**config.mk**
```make
export PLATFORM = sky130hd
export DESIGN_NAME = array_multiplier_4x4
export DESIGN_NICKNAME = d
export VERILOG_FILES = /design/src/rtl/array_multiplier_4x4.sv
export SDC_FILE = /design/constraint.sdc
export NUM_CORES = 1
export LEC_CHECK = 0
export BUFFER_PORTS_ARGS = -buffer_cell sky130_fd_sc_hd__buf_2
export CAP_MARGIN = 10
export CORE_MARGIN = 3
export CORE_UTILIZATION = 26
export CTS_BUF_LIST = sky130_fd_sc_hd__clkbuf_4
export DETAILED_ROUTE_END_ITERATION = 6
export PLACE_DENSITY = 0.43
export SYNTH_ARGS = -nofsm -noshare
export SYNTH_HDL_FRONTEND = slang
export SYNTH_HIERARCHICAL = 1
export SYNTH_SLANG_ARGS = --single-unit
```
**constraint.sdc**
```tcl
create_clock -name clk -period 4.45 [get_ports clk]
set_input_delay 0 -clock clk [delete_from_list [all_inputs] [get_ports clk]]
set_output_delay 0 -clock clk [all_outputs]
set_load 0.02 [all_outputs]
```
**src/rtl/array_multiplier_4x4.sv**
```systemverilog
// Unsigned 4x4 carry-save array multiplier with a registered 8-bit product.
// One-cycle latency, one operand pair accepted per clock, no back-pressure.

// Full-adder cell used throughout the array and the final ripple row.
module array_multiplier_4x4_fa (
    input  logic x,
    input  logic y,
    input  logic cin,
    output logic sum,
    output logic cout
);

    // Plain full-adder equations.
    always_comb begin
        sum  = x ^ y ^ cin;
        cout = (x & y) | (x & cin) | (y & cin);
    end

endmodule

module array_multiplier_4x4 (
    input  logic       clk,
    input  logic       rst,
    input  logic       in_valid,
    input  logic [3:0] a,
    input  logic [3:0] b,
    output logic [7:0] p,
    output logic       out_valid
);

    // pp[i][j] = a[j] & b[i]
    logic [3:0][3:0] pp;

    // Running sum/carry vectors per array row.
    // Row k cell j has weight k+j; its carry has weight k+j+1.
    logic [3:0][3:0] rs;
    logic [3:0][3:0] rc;

    // Final ripple row: sums and inter-cell carries.
    logic [2:0] fr_sum;
    logic [2:0] fr_carry;

    logic [7:0] prod;

    logic [7:0] p_q;
    logic [7:0] p_d;
    logic       out_valid_q;
    logic       out_valid_d;

    // Partial-product AND plane.
    always_comb begin
        for (int i = 0; i < 4; i++) begin
            for (int j = 0; j < 4; j++) begin
                pp[i][j] = a[j] & b[i];
            end
        end
    end

    // Row 0 is just the first partial-product row with no carries.
    assign rs[0] = pp[0];
    assign rc[0] = 4'b0000;

    // Carry-save rows 1..3: add the next partial-product row to the
    // previous row's sum (shifted down one) and its carries.
    for (genvar k = 1; k < 4; k++) begin : g_row
        for (genvar j = 0; j < 4; j++) begin : g_cell
            logic y_in;
            if (j < 3) begin : g_mid
                assign y_in = rs[k-1][j+1];
            end else begin : g_top
                assign y_in = 1'b0;
            end
            array_multiplier_4x4_fa u_fa (
                .x    (pp[k][j]),
                .y    (y_in),
                .cin  (rc[k-1][j]),
                .sum  (rs[k][j]),
                .cout (rc[k][j])
            );
        end
    end

    // Ripple row resolves the leftover sum/carry vectors into p[6:4].
    array_multiplier_4x4_fa u_fr0 (
        .x    (rs[3][1]),
        .y    (rc[3][0]),
        .cin  (1'b0),
        .sum  (fr_sum[0]),
        .cout (fr_carry[0])
    );

    array_multiplier_4x4_fa u_fr1 (
        .x    (rs[3][2]),
        .y    (rc[3][1]),
        .cin  (fr_carry[0]),
        .sum  (fr_sum[1]),
        .cout (fr_carry[1])
    );

    array_multiplier_4x4_fa u_fr2 (
        .x    (rs[3][3]),
        .y    (rc[3][2]),
        .cin  (fr_carry[1]),
        .sum  (fr_sum[2]),
        .cout (fr_carry[2])
    );

    // Top bit: the last carry and the top array carry can never both be
    // set (15*15 fits in 8 bits), so an XOR closes the sum.
    always_comb begin
        prod[0]   = rs[0][0];
        prod[1]   = rs[1][0];
        prod[2]   = rs[2][0];
        prod[3]   = rs[3][0];
        prod[6:4] = fr_sum;
        prod[7]   = rc[3][3] ^ fr_carry[2];
    end

    // Next-state for the output register: capture on in_valid, else hold.
    always_comb begin
        p_d         = p_q;
        out_valid_d = 1'b0;
        if (in_valid) begin
            p_d         = prod;
            out_valid_d = 1'b1;
        end
    end

    // Output register with synchronous reset that overrides in_valid.
    always_ff @(posedge clk) begin
        if (rst) begin
            p_q         <= 8'h00;
            out_valid_q <= 1'b0;
        end else begin
            p_q         <= p_d;
            out_valid_q <= out_valid_d;
        end
    end

    assign p         = p_q;
    assign out_valid = out_valid_q;

endmodule

```
==> metrics.txt, run 1 <==
outcome=complete, no violations; Iteration-0 DRC Markers=6; crit path DAT=~3.3 ns; CP endpoint kind=flop; antenna violations before repair=0; Die ar.=3460 um^2; Placeable Area=around 2600 um^2; hold buffers post-CTS=0; top cells by count, synth=15 x and2_1, 15 x fa_1, 9 x dfxtp_1; Yosys top cell area share=41.4%; row count=18; number of port buffers=19; Skew-Pair Late Insertion Delay=between 0.2 and 0.3 ns; post-synthesis async set-or-reset flop share=0%; # resized after CTS=0; clk root buf=clkbuf_4; final std cells w/o fill=between 100 and 150; postcts setup bufs=0; syn avg cell area=11.9 um^2; Ys Warns=6; vias in the first global route=516; I/O pins=20; Num CTS Buffers=3; Critical Path Fanout Max=4; vias per std cell=4.18; synth top area cells=fa_1 41%, dfxtp_1 25%, and2_1 13%; per-cell routed wire length=10.6 um; setup TNS=0 ns; Final Slew Violations=0; Initial Utilization=28.3%; Filler Cell Count=291; clk sinks=9; Clock Pin Slew Worst Setup and Hold Paths=0.06 ns; gpl congestion=0.688; Cell variety after synth=15; largest net degree at the start of global routing=12; NumNets Final=116; Placed Instances=~120; crit path launch type=primary input; total grt overflow=0; pwr dens=344 nW/um^2; Leak=0.427 nW; DP Wirelength=around 1100 um; Mapped Area=726 um^2; Critical Path RT=~4.6 ns; FMAX=around 320 MHz; peak supply drop=between 200 and 250 uV; Die Ht=58.8 um; Setup Viol. Count Final=0; H-Tree Depth=1; Core Util, Final=35.0%; DR DRC count=0; Post-synth EDFFs=0; post-route ant nets=0; Ant. Diodes=0; final period utilization=70.9%; Crit Path Class=in2reg; synthesis-to-finish area growth=24.0%; first-pass GRT wire length=2240 um; Final min period=3.15 ns; RSZ-0062 raised after global routing=false; layout cells sized above 1=28.1%; total global-route track usage=under 10%; final WL=around 1300 um; Vias=around 500; cell count after synthesis=~60; CTS tree=yes; Initial DRT Pass Iterations=2; Yosys reg bits=9; die width=58.8 um; endpoints failing hold=0; skew final=0 ns; Max Cap Viol=0; Hold WS=0.0204 ns; prevailing post-synth register cell=dfxtp_1; Yosys top cell by area=fa_1; HP Class=in2reg; Seq/Total Area, Yosys=24.8%; worst-case clock buffer depth=2
cell type report:
class                   instances  area (um^2)  share of cell area [%]
clock buffers                   4         30.0                    3.34
multi-input cells              57          557                    61.9
flip-flops and latches          9          180                    20.0
well taps                      30         37.5                    4.17
repair buffers                 19         95.1                    10.6
registers in the layout, summed over array words and instances, names as in the netlist:
signal     flops
p              8
out_valid      1
placed cells by master, fill, tap and decap left out, types with 4 or more instances in the layout:
cell type	instances
and2_1	15
buf_2	19
clkbuf_4	4
conb_1	8
dfxtp_1	9
fa_1	15
mux2i_1	6
nor2_1	6
power by group:
part	total, mW	leakage, nW	internal [mW]	switching (mW)
registers	0.101	0.0744	0.0952	0.00616
logic	0.140	0.335	0.0637	0.0763
clock network	0.0684	0.0184	0.0406	0.0278
total	0.310	0.427	0.199	0.110
cells by family (layout without fill, tap and decap cells):
group                      Yosys count  count (layout)  synth area share (%)
and+or+nand+nor                     25              25                  19.3
adders and majority gates           15              15                  41.4
DFF                                  9               9                  24.8
muxes                                6               6                  8.28
AOI/OAI and AO/OA                    2               2                  2.41
buffers and inverters                2              23                  2.07
other                                1               8                 0.517
xor gates and xnor gates             1               1                  1.21
path summary, 6_finish.rpt:
| kind | cells after the start | to | from | slack [ns] |
|---|---|---|---|---|
| setup reg to reg | 2 | p[7]$_SDFFE_PP0P_ | p[7]$_SDFFE_PP0P_ | 3.82 |
| setup / recovery | 10 | p[7]$_SDFFE_PP0P_ | b[0] | 1.30 |
| hold reg to reg | 2 | p[0]$_SDFFE_PP0P_ | p[0]$_SDFFE_PP0P_ | 0.47 |
| hold / removal | 2 | p[7]$_SDFFE_PP0P_ | rst | 0.02 |
metrics by stage:
stage | worst slack (ns) | instance area (um^2) | power (mW)
after floorplan | 1.24 | 752 | 0.208
after global placement | 1.03 | 870 | 0.247
after detailed placement | 0.984 | 870 | 0.248
after CTS | 1.26 | 900 | 0.320
after global routing | 1.16 | 900 | 0.344
final | 1.30 | 900 | 0.310
routing by layer:
layer / track usage [%] / vias up / wire length (um)
met3: 4.17 / 2 / 73
met1: 10.7 / 242 / 533
met2: 13.9 / 13 / 641
met5: 0 / - / 0
li1: - / 240 / -
met4: 1.94 / 0 / 12
worst max-delay path, stage by stage:
cell and delay, ns:
buf_2 0.12, and2_1 0.17, fa_1 0.51, fa_1 0.52
fa_1 0.46, fa_1 0.44, fa_1 0.39, fa_1 0.39
xnor2_1 0.21, a211oi_2 0.09
Note: power is estimated with default switching activity, not from simulation.
==> inputs of run 2 (changes only) <==
--- a/config.mk
+++ b/config.mk
@@ -5,13 +5,14 @@
 export SDC_FILE = /design/constraint.sdc
 export NUM_CORES = 1
 export LEC_CHECK = 0
+export ABC_AREA = 1
 export BUFFER_PORTS_ARGS = -buffer_cell sky130_fd_sc_hd__buf_2
 export CAP_MARGIN = 10
 export CORE_MARGIN = 3
 export CORE_UTILIZATION = 26
 export CTS_BUF_LIST = sky130_fd_sc_hd__clkbuf_4
 export DETAILED_ROUTE_END_ITERATION = 6
-export PLACE_DENSITY = 0.43
+export PLACE_DENSITY = 0.45
 export SYNTH_ARGS = -nofsm -noshare
 export SYNTH_HDL_FRONTEND = slang
 export SYNTH_HIERARCHICAL = 1
==> constraint.sdc (replaced) <==
create_clock -name clk -period 2.6 [get_ports clk]
set_input_delay 0 -clock clk [delete_from_list [all_inputs] [get_ports clk]]
set_output_delay 0 -clock clk [all_outputs]
set_load 0.02 [all_outputs]
==> run 2 against run 1 <==
  * The run now ends with negative setup slack left
  * Final cell count up 32%
  * Critical path depth rose by 1
  * Non-clock buffer count rose by 9
  * Core utilization increased by 5.6 points
  * First-iteration DRC count is 50% higher
  * Flip-flop and latch count unchanged
  * Global-route usage rose by 1.8 points
  * Die area is 3.9% higher
  * Setup slack got worse by 1.5 ns
  * Critical path type unchanged
==> metrics.txt, run 2 <==
Post-Synth Adder-Cell Area=39.7% (-1.7 points); power consumption=536 uW (+73%); RSZ-0062 raised after global routing=true; clk sinks=9 (unchanged); cell with the largest stage delay on the worst path=fa_2; reg2reg end=p[4]$_SDFFE_PP0P_; crit path DAT=2.98 ns (-0.31 ns); Clock Pin Slew Worst Setup and Hold Paths=0.07 ns (about the same); final WL=1510 um (+20%); top cells by count, synth=19 x inv_1, 18 x nand2_1, 15 x fa_1; xor and xnor area share after synthesis=0% (-1.2 points); switching power=193 uW (+75%); most common cell after layout, fill and taps aside=buf_2; crit-path cells=buf_8 > nand2_2 > inv_2 > fa_1 > fa_1 > fa_1 > fa_2 > fa_2 > fa_2 > nor2_2 > nor2_1; synth top area cells=fa_1 40%, dfxtp_1 24%, inv_1 9.4%; Mapped Area=757 um^2 (+4.3%); Vias=656 (+32%); r2r startpoint=p[4]$_SDFFE_PP0P_; failing checks=negative setup slack; DR DRC count=0 (unchanged); Final min period=~2.8 ns; Hold Crit Start=in_valid; first-pass GRT wire length=2840 um (+27%); CTS tree=yes; Crit Path Class=in2reg; prevailing post-synth register cell=dfxtp_1; Num CTS Buffers=3 (unchanged); internal power=342 uW (+72%); peak supply drop=377 uV (+71%); H-Tree Depth=1 (unchanged); endpoints failing hold=0 (unchanged); gpl congestion=0.715 (+3.8%); Crit path max-delay family=adder cells; Comb pwr share=47.0% (+1.8 points); Hold Path Sink=out_valid$_SDFF_PP0_; most frequent cells in the layout=17 x buf_2, 15 x inv_1, 14 x nand2_1, 13 x nor2_1; number of port buffers=19 (unchanged); worst-case clock buffer depth=2 (unchanged); antenna violations before repair=0 (unchanged); Leak=0.587 nW (+37%); final period utilization=107%; Setup Viol. Count Final=2 (+2); per-cell routed wire length=9.64 um (-9.1%); NumNets Final=154 (+33%); Critical Path Fanout Max=3 (-1); HP Class=in2reg; skew final=0 ns (unchanged); total grt overflow=0 (unchanged); share of power burned in registers=30.7% (-2.0 points); clock network fraction of total power=22.3% (+0.2 points); crit path launch type=primary input; Ys Warns=6 (unchanged); post-synthesis async set-or-reset flop share=0% (unchanged); die width=60.0 um (+1.9%); Yosys reg bits=9 (unchanged); top-count cell post-synth=inv_1; Max Cap Viol=0 (unchanged); Die Ht=60.0 um (+1.9%); Worst R2R Setup Slack=1.98 ns (-1.84 ns); clk root buf=clkbuf_4; switch share=36.1% (+0.47 points); Skew-Pair Late Insertion Delay=0.25 ns (about the same); Critical Path RT=2.80 ns (-1.79 ns); post-synthesis mux area share=0% (-8.3 points); Initial Utilization=29.0% (+0.71 points); crit-path max cell delay=0.54 ns (+0.02 ns); cell count after synthesis=89 (+46%); vias per std cell=4.18 (about the same); Ant. Diodes=0 (unchanged); synthesis-to-finish area growth=40.2%; Initial DRT Pass Iterations=4 (+2); postcts setup bufs=0 (unchanged); CP endpoint kind=flop; layout cells sized above 1=41.7% (+14 points); largest family of logic cells by synthesized area=adder cells; FMAX=361 MHz; Synth Area in Simple Gates=18.8% (-0.47 points); Final Slew Violations=0 (unchanged); worst hold path depth=3 (+1); outcome=finished with violations; Placeable Area=2610 um^2 (+1.8%); row count=18 (unchanged); Final WS setup=-0.173 ns (-1.47 ns); Cell variety after synth=13 (-2); Iteration-0 DRC Markers=9 (+3); I/O pins=20 (unchanged); Post-synth EDFFs=0 (unchanged); Yosys top cell area share=39.7% (-1.7 points); Worst Path Buf+Inv=2 (+1); post-route ant nets=0 (unchanged); pwr dens=505 nW/um^2 (+47%); vias in the first global route=709 (+37%); syn avg cell area=8.51 um^2 (-29%); max FFs per register=8 (unchanged); Reg2Reg Depth=2 (unchanged); Die ar.=3590 um^2 (+3.9%); total global-route track usage=10.5% (+1.8 points); DP Wirelength=1300 um (+17%); Synth Area in Compound Gates=5.12% (+2.7 points); Yosys top cell by area=fa_1; Seq/Total Area, Yosys=23.8% (-1.0 points); Hold WS=0.117 ns (+0.0967 ns); largest net degree at the start of global routing=11 (-1)
-- run 2: tightest hold or removal path, delay by kind of cell --
family,cells,cell delay [ns]
AND/OR/NAND/NOR,1,0.04
buffers and inverters,2,0.29
-- run 2: final cells by class --
cell class                 count  area [um^2]
tap                           30         37.5
clock buffer                   4         30.0
sequential                     9          180
fill                         275         1550
inverter                      20         80.1
multi-input combinational     66          552
timing repair buffer          28          181
-- run 2: timing repair --
action | CTS | global route
hold buffers | 1 | 0
setup endpoints to repair | 2 | 2
resized for setup | 7 | 8
pin swaps | 4 | 7
endpoints found under the hold margin | 2 | 0
-- run 2: metrics by stage --
step | TNS, ns | instances | utilization, % | cell area, um^2 | setup slack [ns]
2_1_floorplan | -0.353 | 96 | - | 803 | -0.200
3_3_place_gp | -1.05 | 152 | 37.7 | 985 | -0.469
3_5_place_dp | -1.20 | 152 | 37.7 | 985 | -0.531
4_1_cts | -0.353 | 157 | 40.0 | 1050 | -0.194
5_1_grt | -0.473 | 157 | 40.6 | 1060 | -0.254
6_report | -0.299 | 157 | 40.6 | 1060 | -0.173
-- run 2: worst max path at each step --
stage          startpoint                 to  slack (ns)  cells after the start
6_report             b[1]  p[6]$_SDFFE_PP0P_       -0.17                     11
5_1_grt              b[1]  p[6]$_SDFFE_PP0P_       -0.25                     11
4_1_cts              b[1]  p[6]$_SDFFE_PP0P_       -0.19                     11
3_5_place_dp         b[1]  p[6]$_SDFFE_PP0P_       -0.53                     11
3_3_place_gp         b[1]  p[6]$_SDFFE_PP0P_       -0.47                     11
2_1_floorplan        b[1]  p[6]$_SDFFE_PP0P_       -0.20                     10
-- run 2: layer usage --
metal	global-route usage [%]	share of wire (%)	vias to the layer above
met3	4.75	7.3	0
met5	0	0	-
met2	18.1	52	15
met4	0.949	0	0
li1	-	-	322
met1	12.6	41	319
-- run 2: power groups by stage --
stage | sequential, mW | combinational (mW) | clock [mW]
after CTS | 0.165 | 0.252 | 0.123
after floorplan | 0.191 | 0.147 | 0
after global routing | 0.167 | 0.290 | 0.132
after global placement | 0.168 | 0.240 | 0
final | 0.164 | 0.252 | 0.120
after detailed placement | 0.167 | 0.246 | 0
-- run 2: cell families (layout without fill, tap and decap cells) --
kind of cell	after synthesis	count (layout)
buf+inv	21	52
flops	9	9
other cells	1	8
simple gates	36	36
fa+ha+maj	15	15
compound gates	7	7
==> inputs of run 3 (changes only) <==
--- a/config.mk
+++ b/config.mk
@@ -12,8 +12,7 @@
 export CORE_UTILIZATION = 26
 export CTS_BUF_LIST = sky130_fd_sc_hd__clkbuf_4
 export DETAILED_ROUTE_END_ITERATION = 6
-export PLACE_DENSITY = 0.45
+export PLACE_DENSITY = 0.48
 export SYNTH_ARGS = -nofsm -noshare
 export SYNTH_HDL_FRONTEND = slang
-export SYNTH_HIERARCHICAL = 1
 export SYNTH_SLANG_ARGS = --single-unit
==> run 3 against run 2 <==
  * The run now ends clean
  * Core utilization shrank 3.0 points
  * Hold slack worse by 0.051 ns
  * Setup slack better by 0.33 ns
  * Critical endpoint unchanged
  * Clock skew unchanged
  * Combinational power fell by 52%
  * Highest routed layer is now met4
  * Wire length fell by 15%
  * Clock power shrank 3%
  * Flip-flop and latch count did not move
==> metrics.txt, run 3 <==
Placement Cell Area=821 um^2 (-17%); Setup WS pre-CTS=-0.177 ns (+0.354 ns); crit-path cells=buf_2 > nand2_1 > inv_1 > ha_1 > fa_1 > inv_1 > fa_1 > inv_1 > ha_1 > fa_2 > fa_1 > nand3_1 > nand2_1; vias per std cell=3.93 (-6.0%); Leak=0.573 nW (-2.4%); max FFs per register=8 (unchanged); layout cells sized above 1=28.1% (-14 points); top cells by count, synth=33 x nand2_1, 21 x inv_1, 9 x dfxtp_1; vias in the first global route=540 (-24%); power consumption=391 uW (-27%); crit path launch type=primary input; design area=863 um^2 (-19%); antenna violations before repair=0 (unchanged); Core Util, Final=37.6% (-3.0 points); register area=180 um^2 (unchanged); synth top area cells=dfxtp_1 27%, fa_1 24%, nand2_1 19%; Cell variety after synth=9 (-4); syn_nets=108; gpl congestion=0.761 (+6.4%); Post-synth EDFFs=0 (unchanged); DP Wirelength=1140 um (-12%); CP endpoint kind=flop; synthesis-to-finish area growth=31.4%; syn avg cell area=7.73 um^2 (-9.1%); prevailing post-synth register cell=dfxtp_1; pwr dens=453 nW/um^2 (-10%); post-synthesis async set-or-reset flop share=0% (unchanged); most frequent cells in the layout=33 x nand2_1, 21 x inv_1, 19 x buf_2, 9 x dfxtp_1; row count=17 (-1); Die ar.=3170 um^2 (-12%); per-cell routed wire length=9.04 um (-6.2%); cell with the largest stage delay on the worst path=fa_1; endpoints failing hold=0 (unchanged); Yosys top cell by area=dfxtp_1; Final Slew Violations=0 (unchanged); Ant. Diodes=0 (unchanged); Final min period=2.44 ns (-0.331 ns); Yosys top cell area share=27.4% (-12 points); Crit path max-delay family=adder cells; worst slew pin tran=0.200 ns; FMAX=409 MHz (+14%); worst-case clock buffer depth=2 (unchanged); crit path DAT=2.64 ns (-0.34 ns); cell count after synthesis=85 (-4.5%); final WL=1280 um (-15%); skew final=0 ns (unchanged); Crit Path Class=in2reg; total grt overflow=0 (unchanged); crit-path max cell delay=0.49 ns (-0.05 ns); Num CTS Buffers=3 (unchanged); post-route ant nets=0 (unchanged); NumNets Final=138 (-10%); first-pass GRT wire length=2290 um (-19%); peak supply drop=238 uV (-37%); Filler Cell Count=246 (-11%); DR DRC count=0 (unchanged); Die Ht=56.3 um (-6.2%); number of port buffers=19 (unchanged); CTS tree=yes; Skew-Pair Late Insertion Delay=0.25 ns (about the same); setup TNS=0 ns (+0.299 ns); Initial DRT Pass Iterations=2 (-2); Initial Utilization=28.6% (-0.38 points); clk sinks=9 (unchanged); die width=56.3 um (-6.2%); final period utilization=93.9% (-13 points); Iteration-0 DRC Markers=6 (-3); HP Class=in2reg; RSZ-0062 raised after global routing=false; Max-slew headroom=86.7%; Critical Path RT=2.80 ns (about the same); multi-input logic area=389 um^2 (-29%); Mapped Area=657 um^2 (-13%); Setup Viol. Count Final=0 (-2); clk root buf=clkbuf_4; top-count cell post-synth=nand2_1; Clock Pin Slew Worst Setup and Hold Paths=0.06 ns (about the same); largest net degree at the start of global routing=10 (-1); Max Cap Viol=0 (unchanged); Yosys reg bits=9 (unchanged); Placeable Area=2300 um^2 (-12%); Seq/Total Area, Yosys=27.4% (+3.6 points); Critical Path Fanout Max=3 (unchanged); outcome=complete, no violations; total global-route track usage=9.15% (-1.4 points); Worst Path Buf+Inv=4 (+2); I/O pins=20 (unchanged); most common cell after layout, fill and taps aside=nand2_1; Ys Warns=0 (-6); H-Tree Depth=1 (unchanged); Vias=558 (-15%); Final WS setup=0.158 ns (+0.331 ns)
## run 3: cell types whose count changed in the layout (fill, tap and decap cells not counted), moves of 4 or more
| cell | change |
|---|---|
| nor2_1 | -13 |
| o21ai_0 | -6 |
| inv_1 | +6 |
| nand2_1 | +19 |
| conb_1 | -8 |
| ha_1 | +4 |
| nand2_2 | -4 |
| nand3_1 | +5 |
| fa_2 | -8 |
| inv_2 | -4 |
## run 3: worst reg2reg max path: cells and delay by family (launching register included)
family,cells,cell delay (ns)
AND/OR/NAND/NOR,2,0.10
flip-flops,1,0.31
## run 3: logic make-up after synthesis
logic type	synth area share (%)
adders and majority gates	32.0
buffers and inverters	13.7
and+or+nand+nor	26.9
DFF	27.4
## run 3: path summary, 6_finish.rpt
check	start	endpoint	slack [ns]	cells past startpoint
min	in_valid	out_valid$_SDFF_PP0_	0.07	3
max	a[2]	p[6]$_SDFFE_PP0P_	0.16	13
max reg2reg	p[0]$_SDFFE_PP0P_	p[0]$_SDFFE_PP0P_	2.09	2
min reg2reg	p[4]$_SDFFE_PP0P_	p[4]$_SDFFE_PP0P_	0.44	2
## run 3: per-stage QoR
step	instances	hold WS, ns
4_1_cts	142	0.0603
5_1_grt	142	0.0747
6_report	142	0.0658
3_5_place_dp	137	0.232
3_3_place_gp	137	0.236
2_1_floorplan	85	0.0732
## run 3: per-layer routing
layer	GRT usage [%]	vias to the layer above	routed length, um
met5	0	-	0
met4	5.08	0	8
met3	3.45	2	89
met2	13.0	17	555
met1	11.8	236	630
li1	-	303	-
## run 3: final cells by class
class	instances	area share (%)
Sequential cell	9	20.9
Clock buffer	4	3.48
Tap cell	28	4.06
Timing Repair Buffer	26	17.4
Multi-Input combinational cell	54	45.1
Inverter	21	9.13
## run 3: what timing repair did
action / in CTS / in global routing
gates resized for setup: 0 / 1
endpoints found under the hold margin: 1 / 0
setup endpoints to repair: 0 / 1
setup buffers: 0 / 0
hold buffers: 1 / 0
## run 3: where the power goes
group | internal (mW) | switching [mW]
Combinational | 0.0505 | 0.0694
Sequential | 0.150 | 0.00487
Clock | 0.0694 | 0.0462
Total | 0.270 | 0.120
